==> src/rtl/dm_arb_pkg.sv <==
// Shared types for the data-memory arbiter.
// Optional write log enabled by DM_WRITE_LOG_EN.
package dm_arb_pkg;

  localparam int NUM_MASTERS = 2;

  typedef logic mid_t;

  typedef enum logic [1:0] {
    OWN_NONE = 2'd0,
    OWN_M0   = 2'd1,
    OWN_M1   = 2'd2
  } own_e;

  localparam string LOG_FMT = "@%h: *%h <= %h";

  function automatic own_e own_of(input mid_t m);
    return m ? OWN_M1 : OWN_M0;
  endfunction

endpackage

==> src/rtl/dm_arb_rr.sv <==
// Round-robin pick over two requesters with lock owner.
// Pure combinational; returns a one-hot grant.
module dm_arb_rr
  import dm_arb_pkg::*;
(
  input  logic [NUM_MASTERS-1:0] req,
  input  mid_t                   last,
  input  own_e                   own,
  output logic [NUM_MASTERS-1:0] gnt
);

  always_comb begin
    gnt = '0;
    unique case (own)
      OWN_M0: gnt[0] = req[0];
      OWN_M1: gnt[1] = req[1];
      default: begin
        unique case (1'b1)
          (req == 2'b11): gnt = last ? 2'b01 : 2'b10;
          default:        gnt = req;
        endcase
      end
    endcase
  end

endmodule

==> src/rtl/dm_arbiter.sv <==
// Two-master data-memory arbiter with lock and counters.
// Define DM_WRITE_LOG_EN to print committed writes.
module dm_arbiter
  import dm_arb_pkg::*;
#(
  parameter int ADDR_W = 32,
  parameter int DATA_W = 32
) (
  input  logic              clk,
  input  logic              reset,
  input  logic [1:0]        m_req,
  input  logic [1:0]        m_we,
  input  logic [1:0]        m_lock,
  input  logic [ADDR_W-1:0] m_addr0,
  input  logic [ADDR_W-1:0] m_addr1,
  input  logic [DATA_W-1:0] m_wdata0,
  input  logic [DATA_W-1:0] m_wdata1,
  input  logic [ADDR_W-1:0] m_pc0,
  input  logic [ADDR_W-1:0] m_pc1,
  output logic [1:0]        m_gnt,
  output logic [1:0]        m_rvalid,
  output logic [1:0]        m_err,
  output logic [DATA_W-1:0] m_rdata,
  output logic              mem_we,
  output logic [ADDR_W-1:0] mem_addr,
  output logic [DATA_W-1:0] mem_wdata,
  input  logic [DATA_W-1:0] mem_rdata,
  output logic [31:0]       cnt0,
  output logic [31:0]       cnt1
);

  own_e              own;
  mid_t              last;
  logic [1:0]        gnt_rr;
  mid_t              sel;
  logic              any;
  logic [ADDR_W-1:0] addr_s;
  logic [DATA_W-1:0] wdata_s;
  logic              we_s;
  logic              lock_s;
  logic              mis;
  logic              own_idle;

  dm_arb_rr u_rr (
    .req  (m_req),
    .last (last),
    .own  (own),
    .gnt  (gnt_rr)
  );

  // Reset kills the grant at once so no write reaches the edge
  assign m_gnt   = reset ? gnt_rr : 2'b00;
  assign any     = |m_gnt;
  assign sel     = m_gnt[1];
  assign addr_s  = sel ? m_addr1 : m_addr0;
  assign wdata_s = sel ? m_wdata1 : m_wdata0;
  assign we_s    = m_we[sel];
  assign lock_s  = m_lock[sel];
  assign mis     = addr_s[1:0] != 2'b00;

  assign mem_we    = any && we_s && !mis;
  assign mem_addr  = any ? addr_s : '0;
  assign mem_wdata = any ? wdata_s : '0;

  assign own_idle = ((own == OWN_M0) && !m_req[0])
                 || ((own == OWN_M1) && !m_req[1]);

  always_ff @(posedge clk or negedge reset) begin
    if (!reset) begin
      m_rvalid <= 2'b00;
      m_err    <= 2'b00;
      m_rdata  <= '0;
      cnt0     <= '0;
      cnt1     <= '0;
      last     <= 1'b1;
      own      <= OWN_NONE;
    end else begin
      m_rvalid <= m_gnt;
      m_err    <= mis ? m_gnt : 2'b00;
      m_rdata  <= (any && !we_s && !mis) ? mem_rdata : '0;
      if (m_gnt[0]) cnt0 <= cnt0 + 32'd1;
      if (m_gnt[1]) cnt1 <= cnt1 + 32'd1;
      if (any) begin
        last <= sel;
        own  <= lock_s ? own_of(sel) : OWN_NONE;
      end else if (own_idle) begin
        own  <= OWN_NONE;
      end
    end
  end

`ifdef DM_WRITE_LOG_EN
  logic [ADDR_W-1:0] pc_s;
  assign pc_s = sel ? m_pc1 : m_pc0;

  always @(posedge clk) begin
    if (reset && mem_we)
      $display("%s", $sformatf(LOG_FMT, pc_s, mem_addr, mem_wdata));
  end
`else
  logic unused_pc;
  assign unused_pc = ^{m_pc0, m_pc1};
`endif

endmodule

==> config.mk <==
export PLATFORM = sky130hd
export DESIGN_NAME = dm_arbiter
export DESIGN_NICKNAME = d
export VERILOG_FILES = /design/src/rtl/dm_arb_pkg.sv /design/src/rtl/dm_arb_rr.sv /design/src/rtl/dm_arbiter.sv
export SDC_FILE = /design/constraint.sdc
export NUM_CORES = 1
export LEC_CHECK = 0
export CAP_MARGIN = 40
export CORE_AREA = 5 5 152 154
export DETAILED_ROUTE_END_ITERATION = 12
export DIE_AREA = 0 0 157 159
export PLACE_DENSITY_LB_ADDON = 0.15
export SLEW_MARGIN = 10
export SYNTH_ARGS = -nofsm -noshare
export SYNTH_HDL_FRONTEND = slang
export SYNTH_HIERARCHICAL = 1
export SYNTH_SLANG_ARGS = --single-unit
==> constraint.sdc <==
create_clock -name clk -period 3.1 [get_ports clk]
set_input_delay 0.31 -clock clk [delete_from_list [all_inputs] [get_ports clk]]
set_output_delay 0.31 -clock clk [all_outputs]
set_load 0.005 [all_outputs]
==> run summary <==
clock root buffer -> clkbuf_16
H-tree Lvls -> 3
internal power -> 2.97 mW
DIE WIDTH -> 157 um
area of the core -> 21600 sq um
Final #Nets -> 1021
Placer Congestion -> 0.834
GRT met1 Usage -> 16.4%
num ports -> 399
cell with the most instances after synthesis -> dfrtp_1
antenna-violating nets left -> 0
Worst setup SP type -> register
grt peak-use layer -> met2
reg2reg start -> own[0]
Crit. End Element -> primary output
Static Leak -> 3.90 nW
Worst-path clk slew -> 0.07 ns
synthesized cell area -> 4900 sq um
post-synth top area cell -> dfrtp_1
Crit path required time -> 2.79 ns
power density over the cells -> 464 nW/um^2
Arr. time, crit path -> 2.65 ns
Reg-to-Reg End -> cnt0[31]
area grow syn2layout -> 85.6%
Tmin final -> 2.96 ns
setup TNS -> 0 ns
clock buffer depth -> 2
clock share of power -> 26.4%
number of synthesized flops with an enable pin -> 0
Initial DRT Pass Iterations -> 4
Net Sw Power -> 1.24 mW
CTS tree -> done
Hold Crit Class -> in -> async
Total GRT Usage -> 16.7%
Flop pwr share -> 36.7%
Post-Syn Nets -> 675
HPWL Detailed -> 17.7 mm
YS warnings -> 6
Total Wirelength -> 21.6 mm
Logic pwr share -> 36.9%
initial DRC count -> 200
Die Y -> 159 um
CP Class -> reg -> out
Yosys reg bits -> 103
run status -> complete, no violations
total congestion overflow -> 0
Net Sw Frac -> 29.5%
Async S/R FF share, synth -> 100%
Worst Reg-to-Reg Cells -> 9
Setup Skew -> 0.0114 ns
total die area -> 25000 sq um
syn avg cell area -> 11.2 sq um
top cell type's share of synthesized area -> 52.1%
pin count of the biggest net entering global routing -> 48
most instantiated cells after synthesis -> dfrtp_1 (102), a22o_1 (64), xnor2_1 (41)
vias in the first global route -> 5057
CTS sink count -> 103
Final Util -> 42.2%
Post-Syn Instances -> 439
Maximum Capacitance Violations -> 0
Port-buffer cells -> 334
Vias/cell -> 4.48
latest clock arrival within the worst-skew pair -> 0.35 ns
DR DRC count -> 0
Crit. Startpoint -> own[0]
CTS Buf Count -> 9
Slew @ Worst Pin -> 0.833 ns
Slew Limit Headroom -> 44.0%
Hold Fails Final Rpt -> 0
initial core utilization -> 22.7%
routed len/inst -> 20.1 um
fin. max-slew vios -> 0
peak supply drop -> 0.181 mV
share of cells above drive strength 1 -> 6.46%
Primary FF master, synth -> dfrtp_1
Period Utilization, post-route -> 95.5%
final setup violating endpoints -> 0
M2 GR Usage -> 31.2%
sequential area share after synthesis -> 52.7%
peak fanout along the critical path -> 17
Synth cell types -> 37
initial antenna violation count -> 3
R2R Setup Slk -> 0.58 ns
largest cells by area after synthesis -> dfrtp_1 (52%), a22o_1 (11%), xnor2_1 (7.3%)
Peak Freq -> 338 MHz
grt met3 use -> 5.76%
first-pass GRT wire length -> 31.5 mm
via count -> 4799
number of core rows -> 54
-- worst max-delay path by stage --
stage | end | slack, ns | cells past startpoint
floorplan | mem_addr[10] | 0.73 | 8
global placement | mem_addr[31] | 0.21 | 8
detailed placement | mem_wdata[13] | 0.16 | 8
CTS | mem_wdata[31] | 0.03 | 9
global route | mem_addr[1] | -0.03 | 10
finish | mem_wdata[7] | 0.14 | 11
-- power by group through the flow --
| stage | combinational [mW] | clock (mW) | sequential [mW] |
|---|---|---|---|
| 2_1_floorplan | 0.466 | 0 | 1.56 |
| 3_3_place_gp | 1.47 | 0 | 1.56 |
| 3_5_place_dp | 1.49 | 0 | 1.57 |
| 4_1_cts | 1.52 | 1.15 | 1.55 |
| 5_1_grt | 1.67 | 1.20 | 1.56 |
| 6_report | 1.56 | 1.11 | 1.55 |
-- layout make-up --
type	instances	area, sq um
diodes	2	5.00
fillers	2104	12500
repair buffers	355	3610
clock inverters	5	46.3
inverters	12	50.0
clock buffers	11	243
flip-flops and latches	103	2580
well taps	280	350
multi-input cells	304	2200
-- placed cells by master (no fill, tap or decap), types with 2 or more instances in the layout --
master / count
ha_1: 3
inv_1: 11
buf_4: 13
clkbuf_16: 11
nand2_1: 35
xnor2_1: 41
a21oi_1: 3
and3_1: 4
clkdlybuf4s50_1: 322
nand3_1: 21
buf_12: 5
dlygate4sd2_1: 10
inv_6: 3
nor4_1: 6
and4_1: 8
nand4_1: 16
nor4_2: 3
a22o_1: 64
nor4_4: 2
o21ai_0: 3
nor3_1: 10
xor2_1: 21
nor2_1: 14
nor3b_1: 2
and2_1: 33
clkinv_4: 2
diode_2: 2
dfrtp_1: 102
-- worst max-delay path, cell delays in order (launching register included) --
cell and delay (ns):
dfrtp_1 0.40, inv_1 0.10, ha_4 0.22, o21ai_2 0.13
a31oi_2 0.07, nand2_2 0.13, clkinv_4 0.11, nor2_4 0.14
buf_12 0.14, buf_12 0.15, a22o_1 0.13, clkdlybuf4s50_1 0.57
-- timing repair --
item | in CTS | in global routing
gates resized for setup | 15 | 4
gates cloned | 1 | 2
pin swaps | 0 | 1
buffers inserted | 1 | 4
hold buffers | 1 | 0
setup endpoints to repair | 60 | 55
endpoints found under the hold margin | 17 | 0
-- metrics by stage --
stage / hold slack, ns / cell area (sq um) / setup slack [ns] / power [mW] / instances
after global routing: 0.463 / 9090 / -0.0289 / 4.44 / 1072
final: 0.440 / 9090 / 0.139 / 4.22 / 1072
after detailed placement: 0.261 / 8620 / 0.156 / 3.06 / 1045
after CTS: 0.445 / 8970 / 0.0345 / 4.22 / 1064
after global placement: 0.261 / 8620 / 0.214 / 3.04 / 1045
after floorplan: 0.0144 / 4900 / 0.730 / 2.03 / 439
-- layer usage --
metal | vias to the layer above | wire length (um)
met1 | 2279 | 7090
met3 | 36 | 1990
li1 | 2277 | -
met5 | - | 13
met4 | 2 | 817
met2 | 205 | 11600
-- logic make-up (layout without fill, tap and decap cells) --
logic type | after synthesis | after routing | synth area share, %
fa+ha+maj | 4 | 4 | 1.02
xor+xnor | 62 | 62 | 11.1
flops | 103 | 103 | 52.7
compound gates | 77 | 77 | 13.0
other cells | 0 | 2 | 0
buf+inv | 32 | 383 | 3.01
simple gates | 161 | 161 | 19.3
-- registers in the layout, indices dropped and copies added, names as in the netlist --
name and flops:
m_rvalid 2, own 2, cnt1 32, m_err 2
cnt0 32, last 1, m_rdata 32
No activity file was read; power rests on OpenSTA's default activity.
